<file path="config.mk">
export PLATFORM = sky130hd
export DESIGN_NAME = rgb2gray_stream
export DESIGN_NICKNAME = d
export VERILOG_FILES = /design/src/rtl/rgb2gray_pkg.sv /design/src/rtl/rgb2gray_mac.sv /design/src/rtl/rgb2gray_stream.sv
export SDC_FILE = /design/constraint.sdc
export NUM_CORES = 1
export LEC_CHECK = 0
export CAP_MARGIN = 30
export CORE_MARGIN = 2
export CORE_UTILIZATION = 45
export DETAILED_ROUTE_END_ITERATION = 6
export GPL_TIMING_DRIVEN = 0
export PLACE_DENSITY = 0.6
export SLEW_MARGIN = 30
export SYNTH_ARGS = -nofsm -noshare
export SYNTH_HDL_FRONTEND = slang
export SYNTH_SLANG_ARGS = --single-unit
</file>
<file path="constraint.sdc">
create_clock -name clk_i -period 9.87 [get_ports clk_i]
set_input_delay 1.974 -clock clk_i [delete_from_list [all_inputs] [get_ports clk_i]]
set_output_delay 1.974 -clock clk_i [all_outputs]
set_load 0.005 [all_outputs]
</file>
<file path="src/rtl/rgb2gray_pkg.sv">
`default_nettype none
// ============================================================================
// Module : rgb2gray_pkg
// Brief  : Shared types, default luma weights and width helpers for rgb2gray.
// Rev    : 1.0
// ============================================================================
package rgb2gray_pkg;

    // Fixed-point weights 77/150/29 (sum 256), ch0 in the LSBs.
    localparam logic [23:0] LUMA_COEFS = {8'd29, 8'd150, 8'd77};

    typedef enum logic [0:0] {
        IDLE = 1'b0,
        ACC  = 1'b1
    } state_t;

    function automatic int acc_width(input int data_w, input int coef_w, input int num_ch);
        return data_w + coef_w + $clog2(num_ch);
    endfunction

    function automatic int ch_width(input int num_ch);
        return (num_ch > 1) ? $clog2(num_ch) : 1;
    endfunction

endpackage
`default_nettype wire

</file>
<file path="src/rtl/rgb2gray_mac.sv">
`default_nettype none
// ============================================================================
// Module : rgb2gray_mac
// Brief  : Per-beat weighted/max accumulator with round-and-saturate result.
// Rev    : 1.0
// ============================================================================
module rgb2gray_mac
    import rgb2gray_pkg::*;
#(
    parameter int                         DATA_W = 8,
    parameter int                         NUM_CH = 3,
    parameter int                         COEF_W = 8,
    parameter logic [NUM_CH*COEF_W-1:0]   COEFS  = LUMA_COEFS
) (
    input  logic                          clk,
    input  logic                          rst,
    input  logic                          i_en,
    input  logic                          i_first,
    input  logic                          i_mode,
    input  logic [ch_width(NUM_CH)-1:0]   i_ch,
    input  logic [DATA_W-1:0]             i_data,
    output logic [DATA_W-1:0]             o_result
);

    localparam int               c_acc_w  = acc_width(DATA_W, COEF_W, NUM_CH);
    localparam int               c_prod_w = DATA_W + COEF_W;
    localparam logic [c_acc_w:0] c_half   = {{c_acc_w{1'b0}}, 1'b1} << (COEF_W - 1);

    logic [c_acc_w-1:0]  r_acc;
    logic [c_acc_w-1:0]  w_base;
    logic [c_acc_w-1:0]  w_sample;
    logic [c_acc_w-1:0]  w_acc_next;
    logic [COEF_W-1:0]   w_coef;
    logic [c_prod_w-1:0] w_prod;
    logic [c_acc_w:0]    w_rounded;
    logic [c_acc_w:0]    w_shifted;

    // The result is derived from the next accumulator value so the output
    // register can capture it on the same edge as the final beat.
    always_comb begin
        w_coef     = COEFS[int'(i_ch)*COEF_W +: COEF_W];
        w_prod     = {{DATA_W{1'b0}}, w_coef} * {{COEF_W{1'b0}}, i_data};
        w_sample   = c_acc_w'(i_data);
        w_base     = i_first ? '0 : r_acc;
        if (i_mode) begin
            w_acc_next = (w_sample > w_base) ? w_sample : w_base;
        end else begin
            w_acc_next = w_base + c_acc_w'(w_prod);
        end
        w_rounded  = {1'b0, w_acc_next} + c_half;
        w_shifted  = w_rounded >> COEF_W;
        if (i_mode) begin
            o_result = w_acc_next[DATA_W-1:0];
        end else if (|w_shifted[c_acc_w:DATA_W]) begin
            o_result = '1;
        end else begin
            o_result = w_shifted[DATA_W-1:0];
        end
    end

    always_ff @(posedge clk) begin
        if (rst) begin
            r_acc <= '0;
        end else if (i_en) begin
            r_acc <= w_acc_next;
        end
    end

endmodule
`default_nettype wire

</file>
<file path="src/rtl/rgb2gray_stream.sv">
`default_nettype none
// ============================================================================
// Module : rgb2gray_stream
// Brief  : Streaming per-channel colour to grayscale converter (valid/ready).
// Rev    : 1.0
// ============================================================================
module rgb2gray_stream
    import rgb2gray_pkg::*;
#(
    parameter int                         DATA_W = 8,
    parameter int                         NUM_CH = 3,
    parameter int                         COEF_W = 8,
    parameter logic [NUM_CH*COEF_W-1:0]   COEFS  = LUMA_COEFS
) (
    input  logic                          clk_i,
    input  logic                          rst_i,
    input  logic                          mode_i,
    input  logic                          in_valid_i,
    output logic                          in_ready_o,
    input  logic                          in_sop_i,
    input  logic [DATA_W-1:0]             in_data_i,
    output logic                          out_valid_o,
    input  logic                          out_ready_i,
    output logic [DATA_W-1:0]             out_data_o,
    output logic                          err_o
);

    localparam int                c_ch_w    = ch_width(NUM_CH);
    localparam logic [c_ch_w-1:0] c_last_ch = c_ch_w'(NUM_CH - 1);

    state_t              r_state;
    state_t              w_state_next;
    logic [c_ch_w-1:0]   r_ch_cnt;
    logic [c_ch_w-1:0]   w_ch_cnt_next;
    logic [c_ch_w-1:0]   w_ch;
    logic                r_mode;
    logic                r_out_valid;
    logic [DATA_W-1:0]   r_out_data;
    logic                r_err;
    logic [DATA_W-1:0]   w_result;
    logic                w_accept;
    logic                w_start;
    logic                w_cont;
    logic                w_drop;
    logic                w_last;
    logic                w_mode;

    assign in_ready_o = !(r_out_valid && !out_ready_i);
    assign w_accept   = in_valid_i && in_ready_o;
    // A sop beat always opens a new pixel, abandoning any partial one.
    assign w_start    = w_accept && in_sop_i;
    assign w_cont     = w_accept && !in_sop_i && (r_state == ACC);
    assign w_drop     = w_accept && !in_sop_i && (r_state == IDLE);
    assign w_ch       = w_start ? '0 : r_ch_cnt;
    assign w_mode     = w_start ? mode_i : r_mode;
    assign w_last     = (w_start && (NUM_CH == 1)) || (w_cont && (r_ch_cnt == c_last_ch));

    rgb2gray_mac #(
        .DATA_W (DATA_W),
        .NUM_CH (NUM_CH),
        .COEF_W (COEF_W),
        .COEFS  (COEFS)
    ) u_mac (
        .clk      (clk_i),
        .rst      (rst_i),
        .i_en     (w_start || w_cont),
        .i_first  (w_start),
        .i_mode   (w_mode),
        .i_ch     (w_ch),
        .i_data   (in_data_i),
        .o_result (w_result)
    );

    always_comb begin
        w_state_next  = r_state;
        w_ch_cnt_next = r_ch_cnt;
        if (w_start) begin
            if (NUM_CH == 1) begin
                w_state_next  = IDLE;
                w_ch_cnt_next = '0;
            end else begin
                w_state_next  = ACC;
                w_ch_cnt_next = c_ch_w'(1);
            end
        end else if (w_cont) begin
            if (w_last) begin
                w_state_next  = IDLE;
                w_ch_cnt_next = '0;
            end else begin
                w_ch_cnt_next = r_ch_cnt + c_ch_w'(1);
            end
        end
    end

    always_ff @(posedge clk_i) begin
        if (rst_i) begin
            r_state     <= IDLE;
            r_ch_cnt    <= '0;
            r_mode      <= 1'b0;
            r_out_valid <= 1'b0;
            r_out_data  <= '0;
            r_err       <= 1'b0;
        end else begin
            r_state  <= w_state_next;
            r_ch_cnt <= w_ch_cnt_next;
            if (w_start) begin
                r_mode <= mode_i;
            end
            if (w_last) begin
                r_out_valid <= 1'b1;
                r_out_data  <= w_result;
            end else if (out_ready_i) begin
                r_out_valid <= 1'b0;
            end
            if ((w_start && (r_state == ACC)) || w_drop) begin
                r_err <= 1'b1;
            end
        end
    end

    assign out_valid_o = r_out_valid;
    assign out_data_o  = r_out_data;
    assign err_o       = r_err;

endmodule
`default_nettype wire
</file>
==> impl_metrics.tcl <==
set metrics [dict create \
    start_util 0.4566 \
    diodes 0 \
    cts_tree "done" \
    rr_endpoint "out_data_o[3]" \
    post-route-period-util 0.9401 \
    finalHoldViolations 0 \
    synth_ff_type "dfxtp_1" \
    synth_top_family_by_area "adder cells" \
    clock_latency_ns 0.28 \
    synth_warnings 0 \
    cp_data_required_time_ns 10.09 \
    synthCells 571 \
    maxCapViolations 0 \
    viasPerCell 5.482 \
    cp-end-kind "flop" \
    synth_top_area_frac 0.1808 \
    yosys.area.top_type "fa_1" \
    hold_path_class "flop to flop" \
    nets 719 \
    numCtsBuffers 5 \
    rsz0062_at_grt "false" \
    power_density_nw_per_um2 248.6 \
    grt_max_degree 11 \
    post-dp-hpwl_um 10260 \
    htree_levels 2 \
    max_freq_ghz 0.1078 \
    path_class "input pin to flop" \
    avgRoutedWirePerCell_um 16.62 \
    synth-seq-cells 32 \
    yosysUniqueCellTypes 65 \
    synth-edff-count 0 \
    grt_usage 0.2358 \
    placed_cell_area_um2 5061 \
    syn_to_final_growth_pct 11.54 \
    row_count 37 \
    clkSinkCount 32 \
    drt_first_pass_iters 5 \
    drt-total-wl_um 12280 \
    rr_startpoint "out_valid_o" \
    ir_worst_vdd_uv 139.4 \
    cts_root_buf "clkbuf_8" \
    yosysSeqAreaShare 0.1377 \
    place.gp.congestion 0.8873 \
    fin_skew_ns 0.009753 \
    cts_setup_buffers 0 \
    grt_overflow 0 \
    yosys-top-cells-count "100 x inv_1, 61 x ha_1, 54 x nand2_1, 48 x nor2_1, 42 x fa_1" \
    grt_pass1_vias 4092 \
    r2r_setup_slack_ns 2.40 \
    fp.dieW_um 105.7 \
    chipHeight_um 105.7 \
    synth_xor_area_frac 0.02260 \
    ff2ff_path_depth 26 \
    synth_compound_area_frac 0.1754 \
    grt_pass1_wl_um 20880 \
    setup_viol 0 \
    synthAdderAreaFrac 0.3449 \
    endpoint "out_data_o[3]" \
    synth-simple-area-share 0.2171 \
    fin_tns_setup_ns 0 \
    die-area_um2 11160 \
    max_slew_margin 0.5927 \
    status "finished, final reports clean" \
    crit_fanout 10 \
    vias 4051 \
    cts_resized 0 \
    slew_viol_final 0 \
    pre_cts_ws_ns 0.3930 \
    path_clk_slew_ns 0.07 \
    synthTopCellsByArea "fa_1 18%, ha_1 16%, dfxtp_1 14%" \
    synth_mux_area_frac 0.008071 \
    fin_ws_ns 0.5911 \
    leakagePower_nw 2.457 \
    synth_nets 688 \
    avgSynthCellArea_um2 8.145 \
    drive_gt1_frac 0.05638 \
    worst_setup_path_start_kind "input pin" \
    cts_buffer_depth 2 \
    design_area_um2 5187 \
    port_buffers 24 \
    ios 25 \
    antenna_found_initial 0 \
    setup.worst_path.start "out_ready_i" \
    worstMarginPinSlew_ns 0.6110 \
    min_period_ns 9.279 \
    synth_area_um2 4651 \
    yosys.cell_count.top_type "inv_1" \
    initialDrtViolationCount 225 \
    core_region_area_um2 10180 \
    antenna_left 0 \
    worstPathArrival_ns 9.49 \
    drcViolationCount 0 \
    ctsHoldBuffers 0 \
    async_reset_ff_frac 0 \
]
==> worst max-delay path: stages <==
cell and delay, ns:
clkdlybuf4s50_1 0.38, nand2b_1 0.13, buf_4 0.16, nand2_1 0.19, clkbuf_1 0.45, clkbuf_1 0.43
nand2_1 0.19, ha_1 0.33, and2_1 0.28, fa_1 0.47, fa_1 0.54, inv_1 0.05
fa_1 0.46, fa_1 0.55, inv_1 0.05, ha_1 0.37, a21o_1 0.20, a21oi_1 0.20
nand2_1 0.13, xnor2_1 0.14, o21ai_0 0.44, ha_1 0.28, o2111a_1 0.29, and2b_1 0.22
nor4_4 0.06, mux2i_4 0.27, o221a_1 0.24
==> kinds of logic (layout without fill, tap and decap cells) <==
group | Yosys count | count (layout)
AOI/OAI and AO/OA | 114 | 114
xor gates and xnor gates | 12 | 12
adders and majority gates | 103 | 103
buffers and inverters | 115 | 147
DFF | 32 | 32
muxes | 2 | 2
and+or+nand+nor | 193 | 193
==> layout by cell type, fill, tap and decap left out, types with 3 or more instances in the layout <==
cell	n
a211oi_1	6
a21o_1	5
a21oi_1	34
a31oi_1	4
and2_1	27
and3_1	4
clkbuf_1	10
clkbuf_8	7
clkdlybuf4s50_1	24
dfxtp_1	32
fa_1	42
ha_1	61
inv_1	100
nand2_1	54
nand2b_1	4
nand3_1	7
nor2_1	48
nor2b_1	13
nor3_1	10
o211ai_1	14
o21a_1	7
o21ai_0	9
o21ai_1	6
o221a_1	5
o31a_1	3
or3_1	4
xnor2_1	9
xor2_1	3
==> per-stage QoR <==
stage / util / total power, mW / hold WS [ns] / std cells
global placement: 0.4969 / 1.123 / 0.4397 / 731
finish: 0.5093 / 1.290 / 0.4543 / 739
floorplan: - / 0.9105 / 0.4273 / 571
detailed placement: 0.4969 / 1.136 / 0.4459 / 731
CTS: 0.5093 / 1.287 / 0.4561 / 739
global route: 0.5093 / 1.439 / 0.4877 / 739
==> worst min-delay path by stage <==
stage                        start             end  slack, ns  cells past startpoint
CTS                 u_mac.r_acc[3]  u_mac.r_acc[3]       0.46                      2
global placement    u_mac.r_acc[0]  u_mac.r_acc[0]       0.44                      2
detailed placement  u_mac.r_acc[3]  u_mac.r_acc[3]       0.45                      2
floorplan           u_mac.r_acc[0]  u_mac.r_acc[0]       0.43                      2
finish              u_mac.r_acc[6]  u_mac.r_acc[6]       0.45                      2
global route        u_mac.r_acc[5]  u_mac.r_acc[5]       0.49                      2
==> state kept, by name (all words and copies together) (netlist names) <==
register	cells
err_o	1
out_data_o	8
out_valid_o	1
r_ch_cnt	2
r_mode	1
r_state	1
u_mac.r_acc	18
==> power breakdown <==
part	switching [mW]	total [mW]	internal (mW)
Clock	0.0490	0.138	0.0891
Combinational	0.594	0.992	0.398
Sequential	0.0145	0.159	0.145
Total	0.658	1.29	0.632
==> final cells by class <==
| class | count | area, um^2 |
|---|---|---|
| multi-input cells | 424 | 3572 |
| repair buffers | 24 | 240.2 |
| plain buffers | 14 | 58.81 |
| clock inverters | 1 | 30.03 |
| fillers | 1033 | 4997 |
| well taps | 136 | 170.2 |
| flip-flops and latches | 32 | 640.6 |
| clock buffers | 7 | 96.34 |
| inverters | 101 | 379.1 |
==> per-layer routing <==
metal  GRT usage  share of wire  up-vias
li1            -              -     1971
met1      0.3168           0.46     1949
met2      0.4088           0.48      113
met3     0.02845          0.044       18
met4     0.04793          0.016        0
met5           0              0        -
Power figures use the tool's default switching activity.
